File: src/rtl/prog_count_n_if.sv
// Control/status bundle for prog_count_n.
// The master drives the run controls and observes the count; the slave is the counter.
interface prog_count_n_if #(
   parameter int unsigned WIDTH = 7
);
   logic             run;
   logic             en;
   logic             mode;
   logic [WIDTH-1:0] max_count;
   logic [WIDTH-1:0] count_out;
   logic             done;
   logic             tc;
   logic [7:0]       wraps;

   modport master (
      output run, en, mode, max_count,
      input  count_out, done, tc, wraps
   );

   modport slave (
      input  run, en, mode, max_count,
      output count_out, done, tc, wraps
   );
endinterface

File: src/rtl/prog_count_n.sv
// Programmable up-counter with one-shot/wrap modes, a clamped terminal value latched per run,
// and a saturating wrap counter. Every output comes straight from a flop.
module prog_count_n #(
   parameter int unsigned WIDTH = 7,
   parameter int unsigned LIMIT = 99
) (
   input logic            CLK,
   input logic            reset,
   prog_count_n_if.slave  bus
);

   localparam logic [WIDTH-1:0] LimitW   = WIDTH'(LIMIT);
   localparam logic [7:0]       WrapsMax = 8'hFF;

   typedef enum logic [1:0] {StIdle, StCount, StDone} state_e;

   state_e           state_q;
   logic [WIDTH-1:0] count_q;
   logic [WIDTH-1:0] emax_q;
   logic             mode_q;
   logic             done_q;
   logic             tc_q;
   logic [7:0]       wraps_q;
   logic [WIDTH-1:0] emax;

   assign emax = (bus.max_count > LimitW) ? LimitW : bus.max_count;

   // Terminal is tested with >= so a corrupted count can never run past emax_q.
   always_ff @(posedge CLK or posedge reset) begin
      if (reset) begin
         state_q <= StIdle;
         count_q <= '0;
         emax_q  <= '0;
         mode_q  <= 1'b0;
         done_q  <= 1'b0;
         tc_q    <= 1'b0;
         wraps_q <= '0;
      end else begin
         tc_q <= 1'b0;
         unique case (state_q)
            StIdle: begin
               if (bus.run) begin
                  state_q <= StCount;
                  emax_q  <= emax;
                  mode_q  <= bus.mode;
                  count_q <= '0;
                  wraps_q <= '0;
                  done_q  <= 1'b0;
               end
            end
            StCount: begin
               if (!bus.run) begin
                  state_q <= StIdle;
                  done_q  <= 1'b0;
               end else if (bus.en) begin
                  if (count_q >= emax_q) begin
                     tc_q <= 1'b1;
                     if (mode_q) begin
                        count_q <= '0;
                        if (wraps_q != WrapsMax) begin
                           wraps_q <= wraps_q + 8'd1;
                        end
                     end else begin
                        state_q <= StDone;
                        count_q <= emax_q;
                        done_q  <= 1'b1;
                     end
                  end else begin
                     count_q <= count_q + 1'b1;
                  end
               end
            end
            StDone: begin
               if (!bus.run) begin
                  state_q <= StIdle;
                  done_q  <= 1'b0;
               end
            end
            default: begin
               state_q <= StIdle;
               done_q  <= 1'b0;
            end
         endcase
      end
   end

   assign bus.count_out = count_q;
   assign bus.done      = done_q;
   assign bus.tc        = tc_q;
   assign bus.wraps     = wraps_q;

endmodule

File: src/flat_wrapper.sv
// flat-port wrapper written by rule: the top's interface ports become plain ports
module prog_count_n_flat 
#(
   parameter int unsigned WIDTH = 7,
   parameter int unsigned LIMIT = 99
)
  (CLK, reset, bus_run, bus_en, bus_mode, bus_max_count, bus_count_out, bus_done, bus_tc, bus_wraps);
  prog_count_n_if #(.WIDTH(WIDTH)) bus_i ();
  input logic CLK;
  input logic reset;
  input wire logic [$bits(bus_i.run)-1:0] bus_run;
  input wire logic [$bits(bus_i.en)-1:0] bus_en;
  input wire logic [$bits(bus_i.mode)-1:0] bus_mode;
  input wire logic [$bits(bus_i.max_count)-1:0] bus_max_count;
  output wire logic [$bits(bus_i.count_out)-1:0] bus_count_out;
  output wire logic [$bits(bus_i.done)-1:0] bus_done;
  output wire logic [$bits(bus_i.tc)-1:0] bus_tc;
  output wire logic [$bits(bus_i.wraps)-1:0] bus_wraps;
  assign bus_i.run = bus_run;
  assign bus_i.en = bus_en;
  assign bus_i.mode = bus_mode;
  assign bus_i.max_count = bus_max_count;
  assign bus_count_out = bus_i.count_out;
  assign bus_done = bus_i.done;
  assign bus_tc = bus_i.tc;
  assign bus_wraps = bus_i.wraps;
  prog_count_n #(.WIDTH(WIDTH), .LIMIT(LIMIT)) u_core (.CLK(CLK), .reset(reset), .bus(bus_i));
endmodule
File: config.mk
export PLATFORM = sky130hd
export DESIGN_NAME = prog_count_n_flat
export DESIGN_NICKNAME = d
export VERILOG_FILES = /design/src/rtl/prog_count_n_if.sv /design/src/rtl/prog_count_n.sv /design/src/flat_wrapper.sv
export SDC_FILE = /design/constraint.sdc
export NUM_CORES = 1
export LEC_CHECK = 0
export ABC_AREA = 0
export BUFFER_PORTS_ARGS = -buffer_cell sky130_fd_sc_hd__buf_2
export CORE_ASPECT_RATIO = 0.6
export CORE_MARGIN = 2
export CORE_UTILIZATION = 49
export CTS_CLUSTER_SIZE = 28
export DETAILED_ROUTE_END_ITERATION = 8
export PLACE_DENSITY = 0.75
export RECOVER_POWER = 50
export SYNTH_ARGS = -nofsm -noshare
export SYNTH_HDL_FRONTEND = slang
export SYNTH_SLANG_ARGS = --single-unit
export TNS_END_PERCENT = 50
File: constraint.sdc
create_clock -name CLK -period 1.9 [get_ports CLK]
set_input_delay 0.095 -clock CLK [delete_from_list [all_inputs] [get_ports CLK]]
set_output_delay 0.095 -clock CLK [all_outputs]
set_load 0.02 [all_outputs]
# After elaboration in Yosys (flattened, before gate mapping)

Index checks and enable logic that the tools add are counted.

Output and inout bits: 17
Logic and storage cells: 62
Input bits: 12
Flip-flop bits (word level): 27

Reductions and logical operators: 6
Equal/unequal tests: 13
Add/sub/neg operators: 2
Magnitude comparators: 2
Multiplexer cells: 32

Operators with widths:

| cell                  | count |
|---|---|
| $mux W8               | 6 |
| $mux W7               | 6 |
| $pmux W8 S2           | 1 |
| $pmux W7 S2           | 1 |
| $mux W2               | 6 |
| $mux W1               | 10 |
| $add A8 B1 Y8 const B | 1 |
| $ne A2 B2 Y1 const B  | 4 |
| $ne A8 B8 Y1 const B  | 1 |
| $add A7 B1 Y7 const B | 1 |
| $ge A7 B7 Y1          | 1 |
| $gt A7 B7 Y1 const B  | 1 |
| $reduce_and A7 Y1     | 1 |
| $ne A2 B1 Y1 const B  | 3 |
| $ne A3 B3 Y1 const B  | 2 |
| $pmux W2 S3           | 1 |
| $reduce_and A5 Y1     | 1 |
| $reduce_and A4 Y1     | 1 |
| $ne A3 B2 Y1 const B  | 1 |
| $pmux W1 S3           | 1 |
| $eq A2 B1 Y1 const B  | 1 |
| $eq A2 B2 Y1 const B  | 1 |
| $logic_not A2 Y1      | 1 |
| $reduce_and A2 Y1     | 1 |
| $reduce_bool A2 Y1    | 1 |

# Depth between registers and ports, before layout

Gate-level depths: netlist of run 1.

Depth after elaboration: 7
Gate-level depth with buffers: 8
Gate-level depth less buffers: 7

# Least setup slack after synthesis of run 1

No wires, ideal clock.

Kind: register to register
Start: register u_core.count_q[4] (netlist: u_core.bus.count_out[4])
End: register u_core.wraps_q[4] (netlist: u_core.bus.wraps[4])
Stages on the path, launching flop included: 7
Clock period less this slack: 1932 ps
Library setup time: 90 ps
Setup slack: -32 ps
Arrival: 1841 ps
Path through: dfrtp_1 > ha_1 > a21oi_1 > o21ai_0 > a21oi_2 > or4_1 > o221ai_1

Word-level cells in the longest chain between the ends: 3

RTL lines:

| what                        | line               | text |
|---|---|---|
| start: declaration          | prog_count_n.sv:18 | `logic [WIDTH-1:0] count_q;` |
| start signal: assignment    | prog_count_n.sv:65 | `count_q <= emax_q;` |
| start signal: assignment    | prog_count_n.sv:69 | `count_q <= count_q + 1'b1;` |
| $ge A7 B7 Y1                | prog_count_n.sv:56 | `if (count_q >= emax_q) begin` |
| $ne A2 B1 Y1 (no line)      | -                  |  |
| $reduce_and A7 Y1 (no line) | -                  |  |
| end signal: assignment      | prog_count_n.sv:61 | `wraps_q <= wraps_q + 8'd1;` |
| end: declaration            | prog_count_n.sv:23 | `logic [7:0] wraps_q;` |

Every way passes these cells.
A chain may end at the register's enable or synchronous reset.

# Worst setup path in the final report of run 1

Start: register u_core.count_q[2] (netlist: u_core.bus.count_out[2])
End: register u_core.wraps_q[4] (netlist: u_core.bus.wraps[4])

Same word-level chain as after synthesis.

==> flow_summary_export.csv, run 1 <==
group,metric,value,unit
status,outcome,"finished with violations",
status,violations,"negative setup slack",
cts,cts_buffer_depth,2,
critical_path,end_kind,"flip-flop",
cells_and_area,fin_area,1980,µm²
die,fp.dieW,76.9,µm
drt,drt-total-wl,4330,µm
critical_path,crit_path_cell_trace,"ha_1 > nand2_1 > o21ai_2 > a21oi_4 > or4_1 > o221ai_1",
synthesis,synth_area,1560,µm²
critical_path,start_kind,"flip-flop",
sta,setup_violations,1,
pwr,peakVddDrop,0.417,mV
die,start_util,53.0,%
pwr,internal_power,1.05,mW
synthesis,ys_warn_count,0,
synthesis,syn_inst,172,
sta,tightest_slew,0.670,ns
placement,dpl-instance-area,1860,µm²
synthesis,ys_seq_area_share,43.2,%
pwr,power.share.sequential,43.3,%
die,die_h,47.7,µm
pwr,switching_power,0.665,mW
sta,final-max-slew-violation-count,0,
critical_path,r2r_start,"u_core.bus.count_out[2]",
drt,vias,1527,
critical_path,critPathBufInv,0,
cells_and_area,drive_gt1_share,28.3,%
critical_path,required,2.10,ns
sta,rsz0062_at_grt,"yes",
drt,via_per_inst,5.85,
global_route,grt_max_degree,28,
global_route,grt_usage,25.2,%
placement,dp_hpwl,3200,µm
critical_path,crit_slowest_cell,"or4_1",
global_route,grt_pass1_wl,6780,µm
cts,cts_root_buf,"clkbuf_8",
cells_and_area,layout.nets,241,
drt,ant_nets,0,
die,core,2950,µm²
critical_path,path_max_fanout,8,
sta,setup_slack,-0.00977,ns
cells_and_area,areaGrowthSynthToFinish,26.5,%
global_route,grt-ovfl-total,0,
placement,port_buffers,28,
synthesis,synth_flop_cell,"dfrtp_1",
hold_path,hp-class,"in -> reg",
sta,holdWs,0.00301,ns
synthesis,synth_edf_count,0,
flow_run,cap_violations,0,
global_route,antenna_found_initial,0,
synthesis,ys_types,40,
critical_path,crit_cells,6,
cells_and_area,n_antenna_cell,0,
critical_path,worstPathArrival,2.11,ns
cts,clk_pin_slew,0.10,ns
synthesis,synth_top_area_share,43.2,%
critical_path,cp_top_family,"simple AND/OR/NAND/NOR gates",
drt,drtPass1Iterations,4,
critical_path,r2r_cells,6,
synthesis,synth_top_area_cell,"dfrtp_1",
critical_path,max_stage_delay,0.53,ns
cts,clk_latency,0.29,ns
pwr,combPwrFrac,36.5,%
drt,drt_iter0_drc,111,
die,ios,29,
sta,fin_crit_sh,101,%
synthesis,async_flop_share,100,%
critical_path,critical_path_class,"reg -> reg",
critical_path,crit_path_end,"u_core.bus.wraps[4]",
synthesis,synth_common_cells,"dfrtp_1, nand2_1, inv_1, o21ai_0, ha_1",
synthesis,syn_avg_cell_area,9.09,µm²
sta,clock_skew,0.0134,ns
die,die_area,3670,µm²
pwr,powerDensity,869,nW/µm²
sta,hold_violations,0,
cts,cts-buffers-inserted,3,
pwr,p_leak,0.960,nW
global_route,first_global_vias,1431,
critical_path,crit_start,"u_core.bus.count_out[2]",
cts,numClockSinks,27,
synthesis,ys_ff_latch,27,
cts,cts-htree-levels,1,
sta,fmax,524,MHz
cts,cts_tree,"done",
synthesis,synthTopCellsByArea,"dfrtp_1, ha_1, nand2_1",
sta,period_minus_slack,1.91,ns
die,rows,15,
sta,slew_headroom,55.3,%
critical_path,r2r-end,"u_core.bus.wraps[4]",
drt,drc,0,
drt,wl_per_cell,16.6,µm
critical_path,reg2reg_setup_slack,-0.01,ns
pwr,p_clk_share,20.1,%
pwr,switching_share,38.8,%
placement,gp_congestion,0.954,
synthesis,yosysMostFrequentCell,"dfrtp_1",
synthesis,syn_nets,193,
-- cell usage in the layout, fill, tap and decap left out, types with 5 or more instances in the layout --
cell type	netlist	layout
dfrtp_1	27	27
buf_2	1	23
nand2_1	23	22
buf_4	1	18
inv_1	13	13
o21ai_0	13	12
ha_1	9	9
nand3_1	8	8
a31oi_1	8	8
nand2b_1	5	5
nor3_1	5	5
nor2_1	6	5
a211oi_1	5	5
clkbuf_1	3	5
-- worst reg2reg max path, stage by stage, from the launching register on --
cell	delay [ns]
dfrtp_1	0.41
ha_1	0.32
nand2_1	0.07
o21ai_2	0.27
a21oi_4	0.15
or4_1	0.53
o221ai_1	0.08
-- per-stage QoR --
step	util (%)	std cells	power (mW)	worst slack, ns	TNS (ns)
4_1_cts	65.8	259	1.67	0.0389	0
3_3_place_gp	63.1	254	1.27	-0.0880	-0.418
3_5_place_dp	63.1	254	1.30	-0.120	-0.915
5_1_grt	67.1	261	1.80	-0.0636	-0.172
2_1_floorplan	-	172	1.08	0.0180	0
6_report	67.1	261	1.72	-0.00977	-0.00977
-- flip-flops by register name (all words and copies together) (netlist names) --
name and count:
u_core.mode_q 1, u_core.emax_q 7, u_core.bus.tc 1, u_core.bus.count_out 7, u_core.state_q 2, u_core.bus.wraps 8
u_core.bus.done 1
-- final cells by class --
type / count / area (µm²)
fillers: 250 / 970
multi-input cells: 127 / 870
flip-flops and latches: 27 / 676
repair buffers: 48 / 284
well taps: 42 / 52.6
inverters: 13 / 48.8
clock buffers: 3 / 41.3
clock inverters: 1 / 5.00
-- metal layers --
metal	vias to the layer above	routed length (µm)	track usage [%]
met5	-	0	0
met4	0	97	11.3
met3	11	393	6.79
met2	70	1900	40.5
met1	728	1930	33.2
li1	718	-	-
-- power by group through the flow --
stage | Clock (mW) | Sequential, mW | Combinational, mW
2_1_floorplan | 0 | 0.782 | 0.299
3_3_place_gp | 0 | 0.746 | 0.524
3_5_place_dp | 0 | 0.753 | 0.551
4_1_cts | 0.348 | 0.741 | 0.578
5_1_grt | 0.362 | 0.759 | 0.681
6_report | 0.345 | 0.744 | 0.627
-- what timing repair did --
action / 4_1_cts / 5_1_grt
hold endpoints to repair: 27 / 0
setup endpoints to repair: 15 / 17
setup buffers: 0 / 2
pin swaps: 0 / 2
hold buffers: 1 / 0
gates resized for setup: 6 / 7
-- kinds of logic (layout without fill, tap and decap cells) --
logic type | after synthesis | after routing | share of synthesized area (%)
buffers and inverters | 18 | 65 | 4.64
DFF | 27 | 27 | 43.2
AOI/OAI and AO/OA | 48 | 48 | 20.8
adders and majority gates | 9 | 9 | 7.21
xor gates and xnor gates | 1 | 1 | 0.561
and+or+nand+nor | 66 | 66 | 21.6
muxes | 3 | 3 | 1.92
-- worst min-delay path by stage --
stage,start,depth (start not counted),endpoint
floorplan,reset,1,u_core.bus.count_out[0]
global placement,reset,3,u_core.bus.wraps[2]
global route,bus_mode,3,u_core.mode_q
CTS,bus_mode,3,u_core.mode_q
detailed placement,reset,3,u_core.bus.wraps[3]
finish,bus_mode,3,u_core.mode_q
No activity file was read; power rests on OpenSTA's default activity.
==> run 2: changes to the inputs <==
CELL_PAD_IN_SITES_DETAIL_PLACEMENT = 1   (was not set)
CELL_PAD_IN_SITES_GLOBAL_PLACEMENT = 1   (was not set)
CORE_UTILIZATION = 37   (was 49)
PLACE_DENSITY = not set   (was 0.75)
PLACE_DENSITY_LB_ADDON = 0.1   (was not set)
==> run 2 against run 1 <==
The flow still finishes with violations (negative setup slack). Maximum frequency shrank 1.0%. Combinational power increased by 27%. Highest routed layer unchanged. Register-to-register slack got worse by 0.02 ns. Critical endpoint unchanged. Wire length increased by 26%. Clock skew is 0.0087 ns lower. Largest power group is now combinational cells. Flip-flop and latch count stayed put. Utilization fell by 14 points. First-iteration DRC count is 43% lower. Setup slack worse by 0.020 ns. Die area increased by 30%. Critical path type unchanged. Sequential share of layout area fell by 3.0 points.
==> flow_summary_export.csv, run 2 (same netlist as run 1, synthesis figures left out) <==
group,metric,value,unit
drt,drc,0,
drt,drtPass1Iterations,4,
cts,cts-buffers-inserted,3,
global_route,grt_usage,21.7,%
sta,hold_violations,0,
status,outcome,"finished with violations",
pwr,switching_share,40.3,%
placement,dpl-instance-area,1880,µm²
global_route,grt-ovfl-total,0,
drt,via_per_inst,5.41,
critical_path,end_kind,"flip-flop",
die,ios,29,
critical_path,path_max_fanout,4,
critical_path,crit_start,"u_core.bus.count_out[1]",
cts,cts_buffer_depth,2,
die,core,4080,µm²
placement,gp_congestion,0.808,
critical_path,critical_path_class,"reg -> reg",
cells_and_area,largest_register_ffs,8,
drt,ant_nets,0,
pwr,internal_power,1.13,mW
cells_and_area,seqCellArea,676,µm²
die,rows,18,
critical_path,start_kind,"flip-flop",
sta,fin_crit_sh,102,%
global_route,first_global_vias,1451,
die,die_h,54.3,µm
drt,top_layer,"met4",
cts,clk_latency,0.28,ns
drt,drt_iter0_drc,63,
hold_path,worstHoldStart,"bus_mode",
cells_and_area,final_cell_mix,"dfrtp_1, buf_4, buf_2",
critical_path,worstPathArrival,2.13,ns
sta,tightest_slew,0.721,ns
pwr,p_leak,0.999,nW
sta,rsz0062_at_grt,"yes",
die,fp.dieW,87.9,µm
cells_and_area,layout.nets,250,
cells_and_area,areaGrowthSynthToFinish,38.8,%
status,violations,"negative setup slack",
cts,cts-htree-levels,1,
drt,wl_met2,2460,µm
global_route,antenna_found_initial,0,
drt,vias,1557,
die,die_area,4780,µm²
global_route,grt_max_degree,28,
cts,cts_tree,"done",
sta,setup_tns,-0.0295,ns
critical_path,r2r_start,"u_core.bus.count_out[1]",
cts,clk_pin_slew,0.09,ns
sta,clock_skew,0.00468,ns
global_route,grt_pass1_wl,7640,µm
drt,wl_per_cell,18.9,µm
pwr,peakVddDrop,0.298,mV
drt,drt-met1-wl,2670,µm
cells_and_area,drive_gt1_share,36.8,%
drt,drt-total-wl,5450,µm
cells_and_area,fin_area,2170,µm²
cells_and_area,final_common_cell,"dfrtp_1",
pwr,power.share.sequential,40.1,%
placement,dp_hpwl,3560,µm
die,start_util,38.3,%
sta,period_minus_slack,1.93,ns
cts,numClockSinks,27,
hold_path,hold_depth,3,
pwr,combPwrFrac,42.1,%
sta,fmax,518,MHz
pwr,p_clk_share,17.9,%
sta,holdWs,0.0186,ns
hold_path,hp-class,"in -> reg",
sta,setup_slack,-0.0295,ns
cells_and_area,fillers,497,
sta,slew_headroom,52.0,%
pwr,switching_power,0.761,mW
pwr,powerDensity,869,nW/µm²
sta,final-max-slew-violation-count,0,
cts,cts_root_buf,"clkbuf_8",
cells_and_area,multiInputGateArea,982,µm²
critical_path,r2r_cells,6,
cells_and_area,n_antenna_cell,0,
sta,setup_violations,1,
pwr,totalPowerFinal,1.89,mW
drt,wl_met3,290,µm
placement,port_buffers,28,
flow_run,cap_violations,0,
critical_path,required,2.10,ns
-- run 2: cell count changes in the layout (fill, tap and decap cells not counted), moves of 3 or more --
cell     previous run  this run
buf_4              18        26
ha_1                9         5
ha_4                0         3
inv_1              13        10
inv_2               0         3
nand2_1            22        19
nand2_2             1         4
nor3_1              5         2
nor3_2              0         3
-- run 2: repair_timing --
action,CTS,global route
resized for setup,7,25
hold buffers,1,0
setup endpoints to repair,14,16
setup buffers,4,6
hold endpoints to repair,27,0
gates cloned,0,1
pin swaps,2,15
-- run 2: final timing paths --
check | to | slack (ns)
setup / recovery | u_core.bus.wraps[4] | -0.03
hold / removal | u_core.mode_q | 0.02
setup reg to reg | u_core.bus.wraps[4] | -0.03
hold reg to reg | u_core.bus.count_out[5] | 0.54
max in group asynchronous | u_core.state_q[1] | 0.87
min in group asynchronous | u_core.bus.wraps[1] | 0.56
-- run 2: critical path, cell delays in order, from the launching register on --
cell and delay [ns]:
dfrtp_1 0.42, ha_1 0.31, nand2_2 0.07, o21ai_4 0.28, a21oi_4 0.13, or4_1 0.55
o221ai_1 0.09
-- run 2: area by class of cell --
cell class / count / share of cell area (%)
Tap cell: 60 / 3.46
Sequential cell: 27 / 31.1
Inverter: 13 / 2.25
Clock buffer: 4 / 2.08
Timing Repair Buffer: 56 / 15.8
Multi-Input combinational cell: 128 / 45.3
-- run 2: stage by stage --
| step | setup slack [ns] | instances | utilization, % |
|---|---|---|---|
| final | -0.0295 | 288 | 53.2 |
| after detailed placement | -0.210 | 272 | 46.2 |
| after global routing | -0.0721 | 288 | 53.2 |
| after global placement | -0.113 | 272 | 46.2 |
| after CTS | 0.0105 | 281 | 48.9 |
| after floorplan | 0.0180 | 172 | - |
-- run 2: power by group through the flow --
stage               logic, mW  clock network (mW)  registers, mW
CTS                     0.634               0.350          0.737
finish                  0.794               0.337          0.756
detailed placement      0.591                   0          0.749
floorplan               0.299                   0          0.782
global placement        0.566                   0          0.740
global route            0.853               0.366          0.766
-- run 2: metal layers --
| metal | up-vias | track usage, % |
|---|---|---|
| met5 | - | 0 |
| met4 | 0 | 4.87 |
| met3 | 4 | 5.28 |
| met2 | 47 | 32.8 |
| met1 | 772 | 31.6 |
| li1 | 734 | - |
==> run 3: changes to the inputs <==
SETUP_SLACK_MARGIN = 0.5   (was not set)
==> run 3 against run 2 <==
The flow still finishes with violations (negative setup slack). Global-route usage is 3.2 points higher. Combinational power is 25% higher. Clock-buffer cell count stayed put. Worst hold slack better by 0.017 ns. Total power is 12% higher. Design area is 11% higher. Critical path depth is 2 higher. Clock power is 4% higher. Flip-flop and latch count stayed put. Critical endpoint unchanged. Largest power group unchanged.
==> flow_summary_export.csv, run 3 (same netlist as run 1, synthesis figures left out) <==
group,metric,value,unit
status,outcome,"finished with violations",
status,violations,"negative setup slack",
pwr,combPwrFrac,47.0,%
critical_path,max_stage_delay,0.48,ns
sta,final-max-slew-violation-count,0,
hold_path,hold_depth,2,
placement,place_ws,-0.0804,ns
drt,wl_per_cell,20.8,µm
cts,clk_latency,0.29,ns
critical_path,crit_slowest_cell,"or4_4",
placement,dpl-instance-area,2050,µm²
die,die_h,54.3,µm
die,start_util,38.3,%
global_route,grt_usage,24.9,%
critical_path,start_kind,"flip-flop",
die,core,4080,µm²
critical_path,critical_path_class,"reg -> reg",
cells_and_area,layout.nets,256,
sta,clock_skew,0.0110,ns
critical_path,critPathBufInv,2,
critical_path,cp_top_family,"simple AND/OR/NAND/NOR gates",
critical_path,worstPathArrival,2.13,ns
sta,slew_headroom,50.8,%
sta,fmax,521,MHz
placement,dp_hpwl,3830,µm
die,die_area,4780,µm²
placement,gp_congestion,0.767,
drt,drt-total-wl,6110,µm
sta,holdWs,0.0356,ns
cts,cts_root_buf,"clkbuf_8",
global_route,grt-ovfl-total,0,
sta,rsz0062_at_grt,"yes",
pwr,p_leak,1.05,nW
global_route,grt_max_degree,28,
cts,cts-buffers-inserted,3,
cts,cts-htree-levels,1,
drt,drtPass1Iterations,4,
cts,numClockSinks,27,
cells_and_area,final_common_cell,"buf_4",
critical_path,required,2.11,ns
placement,port_buffers,28,
global_route,top_usage_layer,"met1",
pwr,peakVddDrop,0.385,mV
cells_and_area,post-route-util,58.9,%
sta,period_minus_slack,1.92,ns
die,rows,18,
drt,via_per_inst,5.61,
die,ios,29,
sta,setup_violations,1,
critical_path,path_max_fanout,4,
pwr,switching_share,40.7,%
drt,drc,0,
global_route,first_global_vias,1528,
cells_and_area,areaGrowthSynthToFinish,53.7,%
cells_and_area,fin_area,2400,µm²
sta,fin_crit_sh,101,%
sta,hold_violations,0,
global_route,use_met3,4.22,%
cts,clk_pin_slew,0.11,ns
pwr,internal_power,1.25,mW
hold_path,hp-class,"in -> reg",
critical_path,r2r_start,"u_core.emax_q[1]",
pwr,power.share.sequential,36.3,%
flow_run,cap_violations,0,
pwr,switching_power,0.857,mW
critical_path,crit_start,"u_core.emax_q[1]",
cells_and_area,n_antenna_cell,0,
global_route,antenna_found_initial,0,
sta,tightest_slew,0.738,ns
global_route,grtUsageMet2,37.5,%
drt,vias,1650,
sta,setup_slack,-0.0181,ns
cts,cts_buffer_depth,2,
global_route,grt_pass1_wl,8540,µm
critical_path,end_kind,"flip-flop",
global_route,use_met1,37.8,%
drt,drt_iter0_drc,76,
hold_path,worstHoldStart,"bus_max_count[0]",
cells_and_area,largest_register_ffs,8,
pwr,p_clk_share,16.7,%
critical_path,r2r_cells,8,
drt,ant_nets,0,
die,fp.dieW,87.9,µm
critical_path,crit_cells,8,
cells_and_area,drive_gt1_share,49.1,%
critical_path,crit_path_cell_trace,"inv_1 > ha_4 > nand2_4 > o21ai_4 > a21oi_4 > buf_6 > or4_4 > o221ai_2",
pwr,powerDensity,876,nW/µm²
cells_and_area,final_cell_mix,"buf_4, buf_2, nand2_1, dfrtp_1, o21ai_0",
cts,cts_tree,"done",
[run 3: changes by cell type in the layout (fill, tap and decap cells not counted), moves of 3 or more]
cell / change
a211oi_1: -3
ha_4: +4
dfrtp_2: +9
dfrtp_1: -9
ha_1: -4
buf_6: +3
a21oi_2: -3
a211oi_2: +3
[run 3: repair_timing]
action,4_1_cts,5_1_grt
setup endpoints to repair,19,27
gates resized for setup,13,24
buffers inserted,12,5
hold endpoints to repair,27,0
hold buffers,1,0
pin swaps,11,9
[run 3: metrics by stage]
step | cells | power [mW] | setup TNS, ns
floorplan | 172 | 1.22 | 0
global placement | 272 | 1.43 | 0
detailed placement | 272 | 1.48 | -0.397
CTS | 289 | 1.95 | 0
global route | 294 | 2.21 | -0.0403
finish | 294 | 2.10 | -0.0181
[run 3: final timing paths]
check / to / slack [ns]
max: u_core.bus.wraps[4] / -0.02
min: u_core.emax_q[0] / 0.04
min reg2reg: u_core.bus.wraps[2] / 0.55
max in group asynchronous: u_core.bus.count_out[6] / 0.82
min in group asynchronous: u_core.bus.tc / 0.55
max reg2reg: u_core.bus.wraps[4] / -0.02
[run 3: cell type report]
type / count / area [µm²]
tap: 60 / 75.1
timing repair buffer: 63 / 430
clock buffer: 4 / 45.0
sequential: 27 / 687
multi-input combinational: 127 / 1120
inverter: 13 / 48.8
fill: 455 / 1670
[run 3: power by group through the flow]
stage / Clock, mW / Combinational (mW) / Sequential (mW)
5_1_grt: 0.375 / 1.06 / 0.777
3_5_place_dp: 0 / 0.710 / 0.769
2_1_floorplan: 0 / 0.426 / 0.791
4_1_cts: 0.356 / 0.843 / 0.750
3_3_place_gp: 0 / 0.677 / 0.754
6_report: 0.351 / 0.989 / 0.764
[run 3: layer usage]
layer  part of all wire, %  vias up  wire (µm)
li1                      -      754          -
met1                    49      832       3000
met2                    44       54       2680
met3                   5.3       10        324
met4                   1.7        0        102
met5                     0        -          0
